--- src/rtl/arm7tdmi_banked_regfile.sv ---
// arm7tdmi_banked_regfile
// Architectural register state of the ARM7TDMI: banked general registers,
// PC, CPSR and five SPSRs. Two zero-latency read ports, one write port,
// plus dedicated PC / CPSR / SPSR / mode-change update paths.
//
// Build option: define ARM7_FIQ_BANK_EN to give FIQ private R8-R14.
// Without it, FIQ banks only R13-R14 and shares R8-R12 with USER.

module arm7tdmi_banked_regfile (
    input  logic        clk,
    input  logic        rst,
    input  logic [3:0]  rn_addr,
    input  logic [3:0]  rm_addr,
    output logic [31:0] rn_data,
    output logic [31:0] rm_data,
    input  logic [3:0]  rd_addr,
    input  logic [31:0] rd_data,
    input  logic        rd_we,
    output logic [31:0] pc_out,
    input  logic [31:0] pc_in,
    input  logic        pc_we,
    input  logic [4:0]  current_mode,
    input  logic [4:0]  target_mode,
    input  logic        mode_change,
    output logic [31:0] cpsr_out,
    input  logic [31:0] cpsr_in,
    input  logic        cpsr_we,
    output logic [31:0] spsr_out,
    input  logic [31:0] spsr_in,
    input  logic        spsr_we
);

    typedef enum logic [4:0] {
        MODE_USR = 5'b10000,
        MODE_FIQ = 5'b10001,
        MODE_IRQ = 5'b10010,
        MODE_SVC = 5'b10011,
        MODE_ABT = 5'b10111,
        MODE_UND = 5'b11011,
        MODE_SYS = 5'b11111
    } processor_mode_t;

    // Bank index: 0 = USER/SYS (and any unknown encoding), 1..5 = FIQ..UND.
    // Banks 1..5 map to entry (bank - 1) of the banked SP/LR and SPSR arrays.
    localparam logic [2:0] BANK_USR = 3'd0;
    localparam logic [2:0] BANK_FIQ = 3'd1;
    localparam logic [2:0] BANK_IRQ = 3'd2;
    localparam logic [2:0] BANK_SVC = 3'd3;
    localparam logic [2:0] BANK_ABT = 3'd4;
    localparam logic [2:0] BANK_UND = 3'd5;

    localparam logic [31:0] CPSR_RESET = 32'h0000_00D3;

    // USER/SYS R0-R14
    logic [31:0] usr_r [0:14];
    // R13/R14 of FIQ, IRQ, SVC, ABT, UND; inner index 0 = R13, 1 = R14
    logic [31:0] sp_bank_r [0:4][0:1];
`ifdef ARM7_FIQ_BANK_EN
    // FIQ private R8-R12
    logic [31:0] fiq_lo_r [0:4];
`endif
    logic [31:0] spsr_r [0:4];
    logic [31:0] pc_r;
    logic [31:0] cpsr_r;

    logic [2:0]  cur_bank_s;
    logic [2:0]  cur_idx_s;

    function automatic logic [2:0] mode_bank(input logic [4:0] mode);
        logic [2:0] bank;
        case (mode)
            MODE_FIQ: bank = BANK_FIQ;
            MODE_IRQ: bank = BANK_IRQ;
            MODE_SVC: bank = BANK_SVC;
            MODE_ABT: bank = BANK_ABT;
            MODE_UND: bank = BANK_UND;
            default:  bank = BANK_USR;
        endcase
        return bank;
    endfunction

    // Resolves a register index against the given bank to its physical storage.
    function automatic logic [31:0] read_reg(input logic [3:0] addr, input logic [2:0] bank);
        logic [31:0] val;
        logic [2:0]  idx;
`ifdef ARM7_FIQ_BANK_EN
        logic [3:0]  off;
        off = addr - 4'd8;
`endif
        idx = bank - 3'd1;
        val = 32'h0000_0000;
        if (addr == 4'd15) begin
            val = pc_r;
        end else if ((bank != BANK_USR) && (addr >= 4'd13)) begin
            val = sp_bank_r[idx][~addr[0]];
`ifdef ARM7_FIQ_BANK_EN
        end else if ((bank == BANK_FIQ) && (addr >= 4'd8)) begin
            val = fiq_lo_r[off[2:0]];
`endif
        end else begin
            val = usr_r[addr];
        end
        return val;
    endfunction

    // Decode the active bank from current_mode.
    always_comb begin
        cur_bank_s = mode_bank(current_mode);
        cur_idx_s  = cur_bank_s - 3'd1;
    end

    // Zero-latency read ports; no bypass of same-cycle writes.
    always_comb begin
        rn_data = read_reg(rn_addr, cur_bank_s);
        rm_data = read_reg(rm_addr, cur_bank_s);
    end

    // SPSR view: USER/SYS have no SPSR, so they see the CPSR.
    always_comb begin
        spsr_out = 32'h0000_0000;
        if (cur_bank_s == BANK_USR) begin
            spsr_out = cpsr_r;
        end else begin
            spsr_out = spsr_r[cur_idx_s];
        end
    end

    assign pc_out   = pc_r;
    assign cpsr_out = cpsr_r;

    // General-register writeback into the bank selected by current_mode.
    always_ff @(posedge clk) begin
        if (rst) begin
            for (int i = 0; i < 15; i++) begin
                usr_r[i] <= 32'h0000_0000;
            end
            for (int b = 0; b < 5; b++) begin
                sp_bank_r[b][0] <= 32'h0000_0000;
                sp_bank_r[b][1] <= 32'h0000_0000;
            end
`ifdef ARM7_FIQ_BANK_EN
            for (int j = 0; j < 5; j++) begin
                fiq_lo_r[j] <= 32'h0000_0000;
            end
`endif
        end else if (rd_we && (rd_addr != 4'd15)) begin
            if ((cur_bank_s != BANK_USR) && (rd_addr >= 4'd13)) begin
                sp_bank_r[cur_idx_s][~rd_addr[0]] <= rd_data;
`ifdef ARM7_FIQ_BANK_EN
            end else if ((cur_bank_s == BANK_FIQ) && (rd_addr >= 4'd8)) begin
                fiq_lo_r[rd_addr[2:0]] <= rd_data;
`endif
            end else begin
                usr_r[rd_addr] <= rd_data;
            end
        end
    end

    // PC update: dedicated pc_we path has priority over a writeback to R15.
    always_ff @(posedge clk) begin
        if (rst) begin
            pc_r <= 32'h0000_0000;
        end else if (pc_we) begin
            pc_r <= pc_in;
        end else if (rd_we && (rd_addr == 4'd15)) begin
            pc_r <= rd_data;
        end
    end

    // CPSR update: mode_change always owns the mode field when asserted.
    always_ff @(posedge clk) begin
        if (rst) begin
            cpsr_r <= CPSR_RESET;
        end else if (cpsr_we) begin
            cpsr_r <= {cpsr_in[31:5], (mode_change ? target_mode : cpsr_in[4:0])};
        end else if (mode_change) begin
            cpsr_r[4:0] <= target_mode;
        end
    end

    // SPSR write for the current exception mode; ignored in USER/SYS.
    always_ff @(posedge clk) begin
        if (rst) begin
            for (int k = 0; k < 5; k++) begin
                spsr_r[k] <= 32'h0000_0000;
            end
        end else if (spsr_we && (cur_bank_s != BANK_USR)) begin
            spsr_r[cur_idx_s] <= spsr_in;
        end
    end

endmodule

--- config.mk ---
export PLATFORM = sky130hd
export DESIGN_NAME = arm7tdmi_banked_regfile
export DESIGN_NICKNAME = d
export VERILOG_FILES = /design/src/rtl/arm7tdmi_banked_regfile.sv
export SDC_FILE = /design/constraint.sdc
export NUM_CORES = 2
export LEC_CHECK = 0
export CORE_AREA = 2 2 462 464
export CTS_CLUSTER_DIAMETER = 30
export DETAILED_ROUTE_END_ITERATION = 10
export DIE_AREA = 0 0 464 466
export DONT_BUFFER_PORTS = 1
export HOLD_SLACK_MARGIN = 0.1
export SYNTH_ARGS = -nofsm -noshare
export SYNTH_HDL_FRONTEND = slang
export SYNTH_SLANG_ARGS = --single-unit
--- constraint.sdc ---
create_clock -name clk -period 11.49 [get_ports clk]
set_clock_uncertainty 0.2 [all_clocks]
set_input_delay 2.298 -clock clk [delete_from_list [all_inputs] [get_ports clk]]
set_output_delay 2.298 -clock clk [all_outputs]
set_load 0.01 [all_outputs]
==> insert_results.sql <==
INSERT INTO impl_metrics (metric_group, metric, value, unit) VALUES
('place', 'place_congestion', '0.838', ''),
('synth', 'yosys.area.top_type_share', '0.610', ''),
('global_route', 'globalRoute.totalOverflow', '0', ''),
('timing', 'setup_viol_count_final', '0', ''),
('synth', 'ys_top_cells_by_count', '1280 x edfxtp_1, 769 x and2_1, 439 x mux4_2', ''),
('synth', 'post_synth_mux_area_share', '0.193', ''),
('critical_path', 'max_stage_delay', '930', 'ps'),
('synth', 'synthesis.instances', '4070', ''),
('timing', 'maxSlewHeadroom', '0.242', ''),
('floorplanning', 'fp.dieW', '464', 'µm'),
('clock_tree', 'ctsResizeCount', '0', ''),
('place', 'port-buffer-count', '0', ''),
('detailed_routing', 'route.vias.total', '39000', ''),
('critical_path', 'arrival_worst_endpoint', '6650', 'ps'),
('final_layout', 'syn2layout_area_growth', '21.6', '%'),
('critical_path', 'cp_common_cell', 'ha_4', ''),
('worst_hold_path', 'worstHoldStart', 'cpsr_out[30]', ''),
('synth', 'post_synth_fa_ha_maj_area_fraction', '0.000397', ''),
('place', 'dpl.cell_count', '6638', ''),
('power', 'ir_drop', '0.161', 'mV'),
('synth', 'netlist_area', '63000', 'µm²'),
('synth', 'postSynth.asyncResetShare', '0', ''),
('timing', 'tightest_slew', '1140', 'ps'),
('critical_path', 'setup.worst_path.class', 'in -> out', ''),
('timing', 'tns', '0', 'ps'),
('floorplanning', 'io-pin-count', '317', ''),
('clock_tree', 'cts.root.buffer_cell', 'clkbuf_16', ''),
('worst_hold_path', 'timing.hold.worst.class', 'reg -> reg', ''),
('status', 'status', 'completed', ''),
('clock_tree', 'cts_htree_levels', '5', ''),
('synth', 'yosys.area_share.simple', '0.114', ''),
('final_layout', 'fillerInstances', '19500', ''),
('critical_path', 'critical_path_required', '8990', 'ps'),
('clock_tree', 'clk_transition_reported_paths', '40', 'ps'),
('floorplanning', 'initial_core_util', '0.298', ''),
('clock_tree', 'cts_tree', 'built', ''),
('critical_path', 'critPathMaxFanout', '72', ''),
('power', 'leakagePower', '25.8', 'nW'),
('detailed_routing', 'drtIter0Drc', '5212', ''),
('timing', 'fmax', '109', 'MHz'),
('final_layout', 'post_layout_nonfiller_instances', '7212', ''),
('global_route', 'vias_in_the_first_global_route', '39700', ''),
('synth', 'dominant_combinational_cell_family_by_area_after_synthesis', 'multiplexers', ''),
('worst_hold_path', 'timing.hold.worst_endpoint', 'cpsr_out[30]', ''),
('synth', 'ys_types', '53', ''),
('critical_path', 'rr_endpoint', 'pc_out[31]', ''),
('timing', 'period_minus_slack', '9140', 'ps'),
('place', 'post-dp-hpwl', '122000', 'µm'),
('critical_path', 'timing.critical_path.cells', 'nand3b_1 -> nor2_4 -> inv_4 -> ha_4 -> ha_4 -> nor2b_1 -> nor2_2 -> buf_4 -> a22oi_1 -> o21ai_0 -> o32a_1', ''),
('timing', 'grt_setup_unrepaired', 'no', ''),
('floorplanning', 'die-area', '216000', 'µm²'),
('global_route', 'initial_antenna_violation_count', '21', ''),
('floorplanning', 'die_h', '466', 'µm'),
('timing', 'final_period_utilization', '0.796', ''),
('critical_path', 'critical_path_start_type', 'primary input', ''),
('final_layout', 'nets', '4301', ''),
('global_route', 'groute.usage.overall', '0.193', ''),
('job', 'max_cap_viol_count', '0', ''),
('clock_tree', 'tritoncts_num_sinks', '1344', ''),
('detailed_routing', 'drt_pass1_iterations', '5', ''),
('timing', 'finalHoldViolCount', '0', ''),
('detailed_routing', 'drc_errors', '0', ''),
('synth', 'synth_edf_count', '1280', ''),
('critical_path', 'worst-r2r-setup-slack', '9700', 'ps'),
('synth', 'synth-seq-cells', '1344', ''),
('clock_tree', 'cts_buffers', '323', ''),
('critical_path', 'worst_reg2reg_path_length_in_cells', '5', ''),
('critical_path', 'r2r-start', 'pc_out[31]', ''),
('clock_tree', 'cts_setup_buffers', '0', ''),
('synth', 'synth_compound_area_frac', '0.0363', ''),
('critical_path', 'critical-path-slowest-cell', 'nor2_2', '');
layer usage:
metal / share of wire / routed length [µm] / vias up / global-route usage
met1: 0.36 / 77700 / 20200 / 0.237
met5: 0 / 0 / - / 0
li1: - / - / 15800 / -
met3: 0.12 / 24700 / 512 / 0.0567
met4: 0.052 / 11100 / 0 / 0.100
met2: 0.47 / 100000 / 2543 / 0.309
worst max path at each step:
stage                          startpoint           to  slack (ps)  cells after the start
after floorplan           current_mode[1]  rm_data[20]        3670                     14
after global routing      current_mode[2]   rm_data[3]        2270                      9
after detailed placement  current_mode[2]   rm_data[3]        2450                      9
final                     current_mode[2]  rn_data[16]        2350                     11
after global placement    current_mode[2]   rm_data[3]        2470                      9
after CTS                 current_mode[2]   rm_data[3]        2440                      9
where the power goes:
group | internal (mW) | switching, mW | leakage (nW)
logic | 0.377 | 0.518 | 8.59
registers | 5.59 | 0.107 | 12.2
clock network | 6.13 | 2.76 | 5.09
total | 12.1 | 3.39 | 25.8
cells by family (layout without fill, tap and decap cells):
| logic type | after synthesis | after routing |
|---|---|---|
| fa+ha+maj | 2 | 2 |
| other cells | 1 | 40 |
| flops | 1344 | 1344 |
| simple gates | 1334 | 1334 |
| xor+xnor | 2 | 2 |
| buf+inv | 398 | 680 |
| mux | 664 | 664 |
| compound gates | 325 | 325 |
sequential cells by signal, indices dropped and copies added (netlist names):
signal / flops
sp_bank_r: 512
spsr_r: 256
cpsr_out: 32
usr_r: 512
pc_out: 32
placed cells by master (no fill, tap or decap), types with 33 or more instances in the layout:
master,count
clkbuf_16,331
a22oi_1,59
clkinv_1,51
bufinv_16,41
and2_1,769
nor2_1,366
buf_4,77
clkinv_2,47
inv_1,33
edfxtp_1,1280
clkbuf_1,47
mux2i_1,221
mux4_2,439
a21oi_1,41
o211ai_1,36
o21ai_0,87
dfxtp_1,64
o32a_1,59
nand2_1,77
layout make-up:
type,count,area [µm²],area share
flip-flops and latches,1344,39700,0.518
multi-input cells,2359,22000,0.288
clock buffers,381,8500,0.111
well taps,2821,3530,0.0461
clock inverters,185,2060,0.0269
repair buffers,79,618,0.00807
inverters,35,134,0.00175
diodes,8,20.0,0.000261
stage by stage:
| step | utilization | setup WS (ps) | area [µm²] | hold slack [ps] | power (mW) |
|---|---|---|---|---|---|
| after floorplan | - | 3670 | 63100 | 344 | 6.39 |
| after CTS | 0.363 | 2440 | 76600 | 375 | 15.5 |
| after global routing | 0.363 | 2270 | 76600 | 390 | 15.9 |
| after global placement | 0.313 | 2470 | 66000 | 357 | 6.65 |
| final | 0.363 | 2350 | 76600 | 373 | 15.5 |
| after detailed placement | 0.313 | 2450 | 66000 | 363 | 6.66 |
critical path: cells and delay by family:
kind	cells	cell delay [ps]
adder cells (fa/ha/maj)	2	830
AND/OR/NAND/NOR	4	1670
buffers and inverters	2	1090
AO/OA/AOI/OAI	3	680
Note: power is estimated with default switching activity, not from simulation.
